==> src/rtl/pic_pkg.sv <==
`default_nettype none
// ============================================================================
// Module   : pic_pkg
// Purpose  : Shared types and helpers for the pic_irq_core interrupt path.
// Revision : 1.0
// ============================================================================
package pic_pkg;

    typedef enum logic [1:0] {
        IDLE = 2'd0,
        ACK1 = 2'd1,
        ACK2 = 2'd2
    } pic_state_t;

    function automatic int pic_id_w(input int num_irq);
        return (num_irq < 2) ? 1 : $clog2(num_irq);
    endfunction

    // Level visited i-th when scanning from the highest priority down.
    function automatic int unsigned rot_index(input int unsigned ptr,
                                              input int unsigned i,
                                              input int unsigned num_irq);
        return (ptr + 32'd1 + i) % num_irq;
    endfunction

endpackage
`default_nettype wire

==> src/rtl/pic_irq_core_if.sv <==
`default_nettype none
// ============================================================================
// Module   : pic_irq_core_if
// Purpose  : Request, configuration, INTA/EOI and vector bundle of the core.
// Revision : 1.0
// ============================================================================
interface pic_irq_core_if #(
    parameter int NUM_IRQ = 8,
    parameter int VEC_W   = 8
);
    import pic_pkg::*;

    localparam int ID_W = pic_id_w(NUM_IRQ);

    logic [NUM_IRQ-1:0]    irq_in;
    logic                  cfg_ltim;
    logic                  cfg_aeoi;
    logic                  cfg_rot_aeoi;
    logic [NUM_IRQ-1:0]    imr;
    logic [VEC_W-ID_W-1:0] vec_base;
    logic                  inta_n;
    logic                  eoi_valid;
    logic                  eoi_specific;
    logic                  eoi_rotate;
    logic [ID_W-1:0]       eoi_id;
    logic                  int_out;
    logic                  vec_valid;
    logic [VEC_W-1:0]      vec_out;
    logic [NUM_IRQ-1:0]    irr_out;
    logic [NUM_IRQ-1:0]    isr_out;

    modport master (
        output irq_in, cfg_ltim, cfg_aeoi, cfg_rot_aeoi, imr, vec_base,
               inta_n, eoi_valid, eoi_specific, eoi_rotate, eoi_id,
        input  int_out, vec_valid, vec_out, irr_out, isr_out
    );

    modport slave (
        input  irq_in, cfg_ltim, cfg_aeoi, cfg_rot_aeoi, imr, vec_base,
               inta_n, eoi_valid, eoi_specific, eoi_rotate, eoi_id,
        output int_out, vec_valid, vec_out, irr_out, isr_out
    );

endinterface
`default_nettype wire

==> src/rtl/pic_priority_resolver.sv <==
`default_nettype none
// ============================================================================
// Module   : pic_priority_resolver
// Purpose  : Circular-priority winner and top-of-ISR search, fully nested.
// Revision : 1.0
// ============================================================================
module pic_priority_resolver
    import pic_pkg::*;
#(
    parameter  int NUM_IRQ = 8,
    localparam int ID_W    = pic_id_w(NUM_IRQ)
) (
    input  wire  [NUM_IRQ-1:0] req,
    input  wire  [NUM_IRQ-1:0] isr,
    input  wire  [ID_W-1:0]    pri_ptr,
    output logic               win_valid,
    output logic [ID_W-1:0]    win_id,
    output logic               isr_top_valid,
    output logic [ID_W-1:0]    isr_top_id
);

    logic [ID_W-1:0] w_idx;
    int              w_isr_rank;

    // Scan lowest priority first so the last hit is the highest-priority one.
    always_comb begin
        w_idx         = '0;
        w_isr_rank    = NUM_IRQ;
        isr_top_valid = 1'b0;
        isr_top_id    = '0;
        win_valid     = 1'b0;
        win_id        = '0;
        for (int i = NUM_IRQ - 1; i >= 0; i--) begin
            w_idx = ID_W'(rot_index(32'(pri_ptr), i, NUM_IRQ));
            if (isr[w_idx]) begin
                isr_top_valid = 1'b1;
                isr_top_id    = w_idx;
                w_isr_rank    = i;
            end
        end
        for (int i = NUM_IRQ - 1; i >= 0; i--) begin
            w_idx = ID_W'(rot_index(32'(pri_ptr), i, NUM_IRQ));
            if (req[w_idx] && (i < w_isr_rank)) begin
                win_valid = 1'b1;
                win_id    = w_idx;
            end
        end
    end

endmodule
`default_nettype wire

==> src/rtl/pic_irq_core.sv <==
`default_nettype none
// ============================================================================
// Module   : pic_irq_core
// Purpose  : IRR/IMR/ISR interrupt path with INTA handshake and EOI handling.
// Revision : 1.0
// ============================================================================
module pic_irq_core
    import pic_pkg::*;
#(
    parameter int NUM_IRQ = 8,
    parameter int VEC_W   = 8
) (
    input wire            clk,
    input wire            rst,
    pic_irq_core_if.slave bus
);

    localparam int              ID_W      = pic_id_w(NUM_IRQ);
    localparam logic [1:0]      c_idle    = IDLE;
    localparam logic [1:0]      c_ack1    = ACK1;
    localparam logic [1:0]      c_ack2    = ACK2;
    localparam logic [ID_W-1:0] c_last_id = ID_W'(NUM_IRQ - 1);

    logic [NUM_IRQ-1:0] r_irr;
    logic [NUM_IRQ-1:0] r_isr;
    logic [NUM_IRQ-1:0] r_irq_prev;
    logic               r_inta_prev;
    logic [ID_W-1:0]    r_pri_ptr;
    logic [1:0]         r_state;
    logic [ID_W-1:0]    r_id;
    logic               r_id_real;
    logic [VEC_W-1:0]   r_vec;
    logic               r_int;

    logic [NUM_IRQ-1:0] w_req;
    logic               w_win_valid;
    logic [ID_W-1:0]    w_win_id;
    logic               w_top_valid;
    logic [ID_W-1:0]    w_top_id;
    logic               w_fall;
    logic               w_rise;
    logic [1:0]         w_state_nxt;
    logic               w_ack1;
    logic               w_ack2;
    logic               w_done;
    logic [NUM_IRQ-1:0] w_set_mask;
    logic [NUM_IRQ-1:0] w_irr_clr;
    logic [NUM_IRQ-1:0] w_isr_clr;
    logic [ID_W-1:0]    w_ptr_nxt;
    logic [ID_W-1:0]    w_eoi_tgt;
    logic               w_eoi_hit;
    logic [NUM_IRQ-1:0] w_irr_nxt;
    logic [NUM_IRQ-1:0] w_isr_nxt;

    assign w_req  = r_irr & ~bus.imr & ~r_isr;
    assign w_fall = r_inta_prev & ~bus.inta_n;
    assign w_rise = ~r_inta_prev & bus.inta_n;

    pic_priority_resolver #(
        .NUM_IRQ (NUM_IRQ)
    ) u_resolver (
        .req           (w_req),
        .isr           (r_isr),
        .pri_ptr       (r_pri_ptr),
        .win_valid     (w_win_valid),
        .win_id        (w_win_id),
        .isr_top_valid (w_top_valid),
        .isr_top_id    (w_top_id)
    );

    always_comb begin
        w_state_nxt = r_state;
        w_ack1      = 1'b0;
        w_ack2      = 1'b0;
        w_done      = 1'b0;
        case (r_state)
            c_idle: if (w_fall) begin w_state_nxt = c_ack1; w_ack1 = 1'b1; end
            c_ack1: if (w_fall) begin w_state_nxt = c_ack2; w_ack2 = 1'b1; end
            c_ack2: if (w_rise) begin w_state_nxt = c_idle; w_done = 1'b1; end
            default: w_state_nxt = c_idle;
        endcase
    end

    // EOI rotation is applied after AEOI rotation, so it wins a same-cycle tie.
    always_comb begin
        w_set_mask = '0;
        w_irr_clr  = '0;
        w_isr_clr  = '0;
        w_ptr_nxt  = r_pri_ptr;
        if (w_ack1 && w_win_valid) begin
            w_set_mask[w_win_id] = 1'b1;
            w_irr_clr[w_win_id]  = ~bus.cfg_ltim;
        end
        if (w_done && bus.cfg_aeoi && r_id_real) begin
            w_isr_clr[r_id] = 1'b1;
            if (bus.cfg_rot_aeoi) w_ptr_nxt = r_id;
        end
        w_eoi_tgt = bus.eoi_specific ? bus.eoi_id : w_top_id;
        w_eoi_hit = bus.eoi_valid &&
                    (bus.eoi_specific ? r_isr[bus.eoi_id] : w_top_valid);
        if (w_eoi_hit) begin
            w_isr_clr[w_eoi_tgt] = 1'b1;
            if (bus.eoi_rotate) w_ptr_nxt = w_eoi_tgt;
        end
    end

    assign w_irr_nxt = bus.cfg_ltim ? bus.irq_in
                     : ((r_irr | (bus.irq_in & ~r_irq_prev)) & ~w_irr_clr);
    assign w_isr_nxt = (r_isr & ~w_isr_clr) | w_set_mask;

    always_ff @(posedge clk) begin
        if (rst) begin
            r_irr       <= '0;
            r_isr       <= '0;
            r_irq_prev  <= '0;
            r_inta_prev <= 1'b1;
            r_pri_ptr   <= c_last_id;
            r_state     <= c_idle;
            r_id        <= c_last_id;
            r_id_real   <= 1'b0;
            r_vec       <= '0;
            r_int       <= 1'b0;
        end else begin
            r_irr       <= w_irr_nxt;
            r_isr       <= w_isr_nxt;
            r_irq_prev  <= bus.irq_in;
            r_inta_prev <= bus.inta_n;
            r_pri_ptr   <= w_ptr_nxt;
            r_state     <= w_state_nxt;
            r_int       <= w_win_valid && (w_state_nxt == c_idle);
            if (w_ack1) begin
                r_id      <= w_win_valid ? w_win_id : c_last_id;
                r_id_real <= w_win_valid;
            end
            if (w_ack2) r_vec <= {bus.vec_base, r_id};
        end
    end

    assign bus.int_out   = r_int;
    assign bus.vec_valid = (r_state == c_ack2);
    assign bus.vec_out   = r_vec;
    assign bus.irr_out   = r_irr;
    assign bus.isr_out   = r_isr;

endmodule
`default_nettype wire

==> src/flat_wrapper.sv <==
// flat-port wrapper written by rule: the top's interface ports become plain ports
module pic_irq_core_flat import pic_pkg::*;
#(
    parameter int NUM_IRQ = 8,
    parameter int VEC_W   = 8
)
  (clk, rst, bus_irq_in, bus_cfg_ltim, bus_cfg_aeoi, bus_cfg_rot_aeoi, bus_imr, bus_vec_base, bus_inta_n, bus_eoi_valid, bus_eoi_specific, bus_eoi_rotate, bus_eoi_id, bus_int_out, bus_vec_valid, bus_vec_out, bus_irr_out, bus_isr_out);
  pic_irq_core_if #(.NUM_IRQ(NUM_IRQ), .VEC_W(VEC_W)) bus_i ();
  input wire clk;
  input wire rst;
  input wire logic [$bits(bus_i.irq_in)-1:0] bus_irq_in;
  input wire logic [$bits(bus_i.cfg_ltim)-1:0] bus_cfg_ltim;
  input wire logic [$bits(bus_i.cfg_aeoi)-1:0] bus_cfg_aeoi;
  input wire logic [$bits(bus_i.cfg_rot_aeoi)-1:0] bus_cfg_rot_aeoi;
  input wire logic [$bits(bus_i.imr)-1:0] bus_imr;
  input wire logic [$bits(bus_i.vec_base)-1:0] bus_vec_base;
  input wire logic [$bits(bus_i.inta_n)-1:0] bus_inta_n;
  input wire logic [$bits(bus_i.eoi_valid)-1:0] bus_eoi_valid;
  input wire logic [$bits(bus_i.eoi_specific)-1:0] bus_eoi_specific;
  input wire logic [$bits(bus_i.eoi_rotate)-1:0] bus_eoi_rotate;
  input wire logic [$bits(bus_i.eoi_id)-1:0] bus_eoi_id;
  output wire logic [$bits(bus_i.int_out)-1:0] bus_int_out;
  output wire logic [$bits(bus_i.vec_valid)-1:0] bus_vec_valid;
  output wire logic [$bits(bus_i.vec_out)-1:0] bus_vec_out;
  output wire logic [$bits(bus_i.irr_out)-1:0] bus_irr_out;
  output wire logic [$bits(bus_i.isr_out)-1:0] bus_isr_out;
  assign bus_i.irq_in = bus_irq_in;
  assign bus_i.cfg_ltim = bus_cfg_ltim;
  assign bus_i.cfg_aeoi = bus_cfg_aeoi;
  assign bus_i.cfg_rot_aeoi = bus_cfg_rot_aeoi;
  assign bus_i.imr = bus_imr;
  assign bus_i.vec_base = bus_vec_base;
  assign bus_i.inta_n = bus_inta_n;
  assign bus_i.eoi_valid = bus_eoi_valid;
  assign bus_i.eoi_specific = bus_eoi_specific;
  assign bus_i.eoi_rotate = bus_eoi_rotate;
  assign bus_i.eoi_id = bus_eoi_id;
  assign bus_int_out = bus_i.int_out;
  assign bus_vec_valid = bus_i.vec_valid;
  assign bus_vec_out = bus_i.vec_out;
  assign bus_irr_out = bus_i.irr_out;
  assign bus_isr_out = bus_i.isr_out;
  pic_irq_core #(.NUM_IRQ(NUM_IRQ), .VEC_W(VEC_W)) u_core (.clk(clk), .rst(rst), .bus(bus_i));
endmodule
==> config.mk <==
export PLATFORM = sky130hd
export DESIGN_NAME = pic_irq_core_flat
export DESIGN_NICKNAME = d
export VERILOG_FILES = /design/src/rtl/pic_pkg.sv /design/src/rtl/pic_irq_core_if.sv /design/src/rtl/pic_priority_resolver.sv /design/src/rtl/pic_irq_core.sv /design/src/flat_wrapper.sv
export SDC_FILE = /design/constraint.sdc
export NUM_CORES = 1
export LEC_CHECK = 0
export BUFFER_PORTS_ARGS = -buffer_cell sky130_fd_sc_hd__buf_2
export CORE_MARGIN = 2
export CORE_UTILIZATION = 40
export CTS_CLUSTER_DIAMETER = 60
export CTS_CLUSTER_SIZE = 10
export DETAILED_ROUTE_END_ITERATION = 10
export HOLD_SLACK_MARGIN = 0.02
export PLACE_DENSITY = 0.55
export SLEW_MARGIN = 20
export SYNTH_ARGS = -nofsm -noshare
export SYNTH_HDL_FRONTEND = slang
export SYNTH_SLANG_ARGS = --single-unit
export TNS_END_PERCENT = 1
==> constraint.sdc <==
create_clock -name clk -period 4.6 [get_ports clk]
set_clock_uncertainty 0.05 [all_clocks]
set_input_delay 0.92 -clock clk [delete_from_list [all_inputs] [get_ports clk]]
set_output_delay 0.92 -clock clk [all_outputs]
set_load 0.05 [all_outputs]
==> results.rst <==
.. list-table::
   :header-rows: 1

   * - Metric
     - Value
   * - Outcome
     - finished, final reports clean
   * - Number of buffers inserted by post-CTS setup repair
     - 0
   * - Met1 routing resource usage after global routing
     - 0.2978
   * - HP Class
     - reg2reg
   * - Pleak
     - about 1.8 nW
   * - Global route overflow
     - 0
   * - Starting density of the core
     - 0.4078
   * - Critical-path cell with the highest stage delay
     - sky130_fd_sc_hd__mux4_2
   * - Cts-stage hold buffer count
     - 0
   * - Syn nets
     - 485
   * - Routed Antenna Nets
     - 0
   * - Total wirelength of the detailed-routed design
     - 11860 µm
   * - Total Nets Final
     - 533
   * - Gates resized, CTS repair
     - 0
   * - Largest net degree at the start of global routing
     - 34
   * - Starting DRT DRC Count
     - 201
   * - Syn-to-layout area delta
     - 12.99%
   * - Main synth FF type
     - sky130_fd_sc_hd__dfxtp_1
   * - Clock period minus worst slack
     - 4110 ps
   * - Placed wire-length estimate after detailed placement
     - 9046 µm
   * - IO Port Bufs
     - 58
   * - Compound-cell area share of the yosys netlist
     - 0.2530
   * - Number of max-capacitance violations reported
     - 0
   * - CTS buffer count
     - 5
   * - Global routing met2 resource utilization
     - 0.3921
   * - First-pass GRT wire length
     - ~19000 µm
   * - Placement row count
     - 36
   * - Least-Margin Pin Slew
     - ~810 ps
   * - Dominant combinational cell family by area after synthesis
     - compound AO/OA/AOI/OAI gates
   * - Area share of and/or/nand/nor cells after synthesis
     - 0.2518
   * - Vias in the first global route
     - 3623
   * - DRT Pass-1 Iters
     - 5
   * - Sequential-to-total area share from yosys stat
     - 0.2190
   * - Count of fill cells added during filler insertion
     - 971
   * - Later-pin clock latency in the skew report
     - 310 ps
   * - Count of vias placed by the detailed router
     - 3720
   * - Critical Path Source Type
     - flip-flop
   * - Number of buffers on the longest clock path
     - 2
   * - Final Cell Area
     - 0.004442 mm²
   * - Worst reg-to-reg path cell count
     - 13
   * - Utilization after layout
     - 0.4608
   * - Clock tree from TritonCTS
     - built
   * - Top library cells by usage in the layout, fill and taps aside
     - sky130_fd_sc_hd__nand2_1 (61), sky130_fd_sc_hd__buf_2 (58), sky130_fd_sc_hd__dfxtp_1 (43)
   * - Final Max Slew Viols
     - 0
   * - Most frequent standard cell in the layout excluding fill and tap cells
     - sky130_fd_sc_hd__nand2_1
   * - Cell breakdown of the critical path
     - inv_1 > ha_1 > buf_12 > mux4_2 > nor2_2 > o22ai_1 > buf_4 > nor3b_4 > a21o_1 > o21ai_0 > a31oi_4 > nor3b_2 > a221oi_1
   * - Period utilization
     - 0.8935
   * - Placed cell areas
     - ~0.0043 mm²
   * - Crit path capture type
     - flip-flop
   * - Vias per cell
     - 5.886
   * - Width of the die
     - roughly 100 µm
   * - Flops & latches, synth
     - 43
   * - GR Util All Layers
     - 0.2292
   * - Unique masters post-synth
     - 84
   * - Number of hold violations in the final report
     - 0
   * - Async set-or-reset flop fraction in the synthesized netlist
     - 0
   * - Clk root buf
     - sky130_fd_sc_hd__clkbuf_8
   * - IO Pins
     - 59
   * - Mux share of post-synthesis cell area
     - 0.2002
   * - Global-route track usage on met3
     - 0.02237
   * - Power density over the cells
     - 668.4 mW/mm²
   * - Drt drc
     - 0
   * - Yosys warning count
     - 0
   * - Number of clock sinks
     - 43
   * - Die height
     - around 100 µm
   * - Worst Path Required
     - 4700 ps
   * - CTS HTree Levels
     - 2
   * - Critical path data arrival time
     - around 4200 ps
   * - Top achievable clock speed
     - roughly 0.24 GHz
   * - Core Footprint
     - 0.009639 mm²
   * - Fraction of final layout cells sized beyond drive strength 1
     - 0.2725
   * - Xor and xnor area share after synthesis
     - 0.02132
   * - Post-synthesis instance area
     - 0.003931 mm²
   * - Hold depth
     - 2
   * - Maximum fanout encountered on the critical timing path
     - 29
   * - Count of flip-flops with a built-in enable after synthesis
     - 0
   * - Critical path class
     - reg2reg
   * - Die area
     - about 0.011 mm²
   * - Initial antenna violation count
     - 0
   * - Delay of the slowest cell on the worst path
     - 620 ps
   * - Count of antenna diodes in the layout
     - 0
   * - IR Drop Worst-Case VDD
     - 0.0002861 V
   * - Post-synthesis adder-cell area fraction
     - 0.006365
   * - Average routed wire per standard cell
     - 18.76 µm
   * - Endpoints failing setup
     - 0
   * - Smallest setup slack after layout
     - 490.0 ps
   * - Count of mapped cells out of synthesis
     - 450
   * - Final TNS setup
     - 0 ps
   * - Normalized max-slew margin
     - 0.4551
   * - Global placer's final weighted congestion
     - 0.9801
   * - Setup repair after global routing missed its margin
     - no
   * - Most used routing layer in global routing
     - met2
   * - Post-Syn Area per Cell
     - 8.736 µm²
   * - Clock-pin slew on the worst setup and hold paths
     - 80 ps
   * - Setup slack after placement
     - 562.9 ps
==> cell usage after synthesis (11+ instances only) <==
master | count | area share
sky130_fd_sc_hd__a211oi_1 | 11 | 0.021
sky130_fd_sc_hd__a21oi_1 | 27 | 0.034
sky130_fd_sc_hd__clkbuf_1 | 12 | 0.011
sky130_fd_sc_hd__dfxtp_1 | 43 | 0.22
sky130_fd_sc_hd__inv_1 | 14 | 0.013
sky130_fd_sc_hd__mux2i_1 | 21 | 0.053
sky130_fd_sc_hd__mux4_2 | 20 | 0.11
sky130_fd_sc_hd__nand2_1 | 61 | 0.058
sky130_fd_sc_hd__nor2_1 | 26 | 0.025
sky130_fd_sc_hd__nor2b_1 | 15 | 0.024
sky130_fd_sc_hd__o21ai_0 | 18 | 0.023
==> worst max-delay path, delay by kind of cell, from the launching register on <==
family,cells,cell delay (ps)
flops,1,330
fa+ha+maj,1,440
compound gates,5,930
simple gates,3,1110
buf+inv,3,460
mux,1,620
==> layer usage <==
metal	part of all wire	wire, µm
met3	0.054	641
met2	0.48	5708
met5	0	0
met1	0.44	5184
met4	0.027	323
==> stage by stage <==
step / hold WS, ps / std cells / power [mW]
floorplan: 396.4 / 450 / 2.193
global placement: 389.5 / 624 / 2.687
detailed placement: 396.3 / 624 / 2.689
CTS: 408.1 / 632 / 2.960
global route: 420.6 / 632 / 3.171
finish: 404.9 / 632 / 2.969
==> path summary, 6_finish.rpt <==
check	from	to	slack (ps)
worst max-delay path	u_core.r_pri_ptr[0]$_SDFF_PP1_	u_core.bus.irr_out[2]$_SDFF_PP0_	490
worst min-delay path	u_core.bus.vec_out[5]$_SDFFE_PP0P_	u_core.bus.vec_out[5]$_SDFFE_PP0P_	400
worst max register to register	u_core.r_pri_ptr[0]$_SDFF_PP1_	u_core.bus.irr_out[2]$_SDFF_PP0_	490
worst min register to register	u_core.bus.vec_out[5]$_SDFFE_PP0P_	u_core.bus.vec_out[5]$_SDFFE_PP0P_	400
==> power by group <==
part	switching, mW	internal, mW	total [mW]	leakage (nW)
sequential	0.140	0.439	0.579	0.353
clock	0.128	0.137	0.265	0.0515
combinational	1.28	0.844	2.12	1.42
total	1.55	1.42	2.97	1.82
==> final cells by class <==
class | instances | area [µm²] | area share
multi-input combinational | 365 | 2880 | 0.6485
sequential | 43 | 860.8 | 0.1938
timing repair buffer | 68 | 377.9 | 0.08507
tap | 133 | 166.4 | 0.03746
clock buffer | 8 | 100.1 | 0.02254
inverter | 15 | 56.30 | 0.01268
==> cells by family after synthesis <==
logic type / after synthesis
multiplexers: 52
AND/OR/NAND/NOR: 175
flip-flops: 43
XOR/XNOR: 6
buffers and inverters: 42
AO/OA/AOI/OAI: 130
adder cells (fa/ha/maj): 2
==> state kept, by name, summed over array words and instances (netlist names) <==
signal and cells:
u_core.r_inta_prev 1, u_core.r_id 3, u_core.bus.isr_out 8, u_core.bus.irr_out 8, u_core.bus.int_out 1, u_core.bus.vec_out 8
u_core.r_state 2, u_core.r_id_real 1, u_core.r_pri_ptr 3, u_core.r_irq_prev 8
Power figures use the tool's default switching activity.
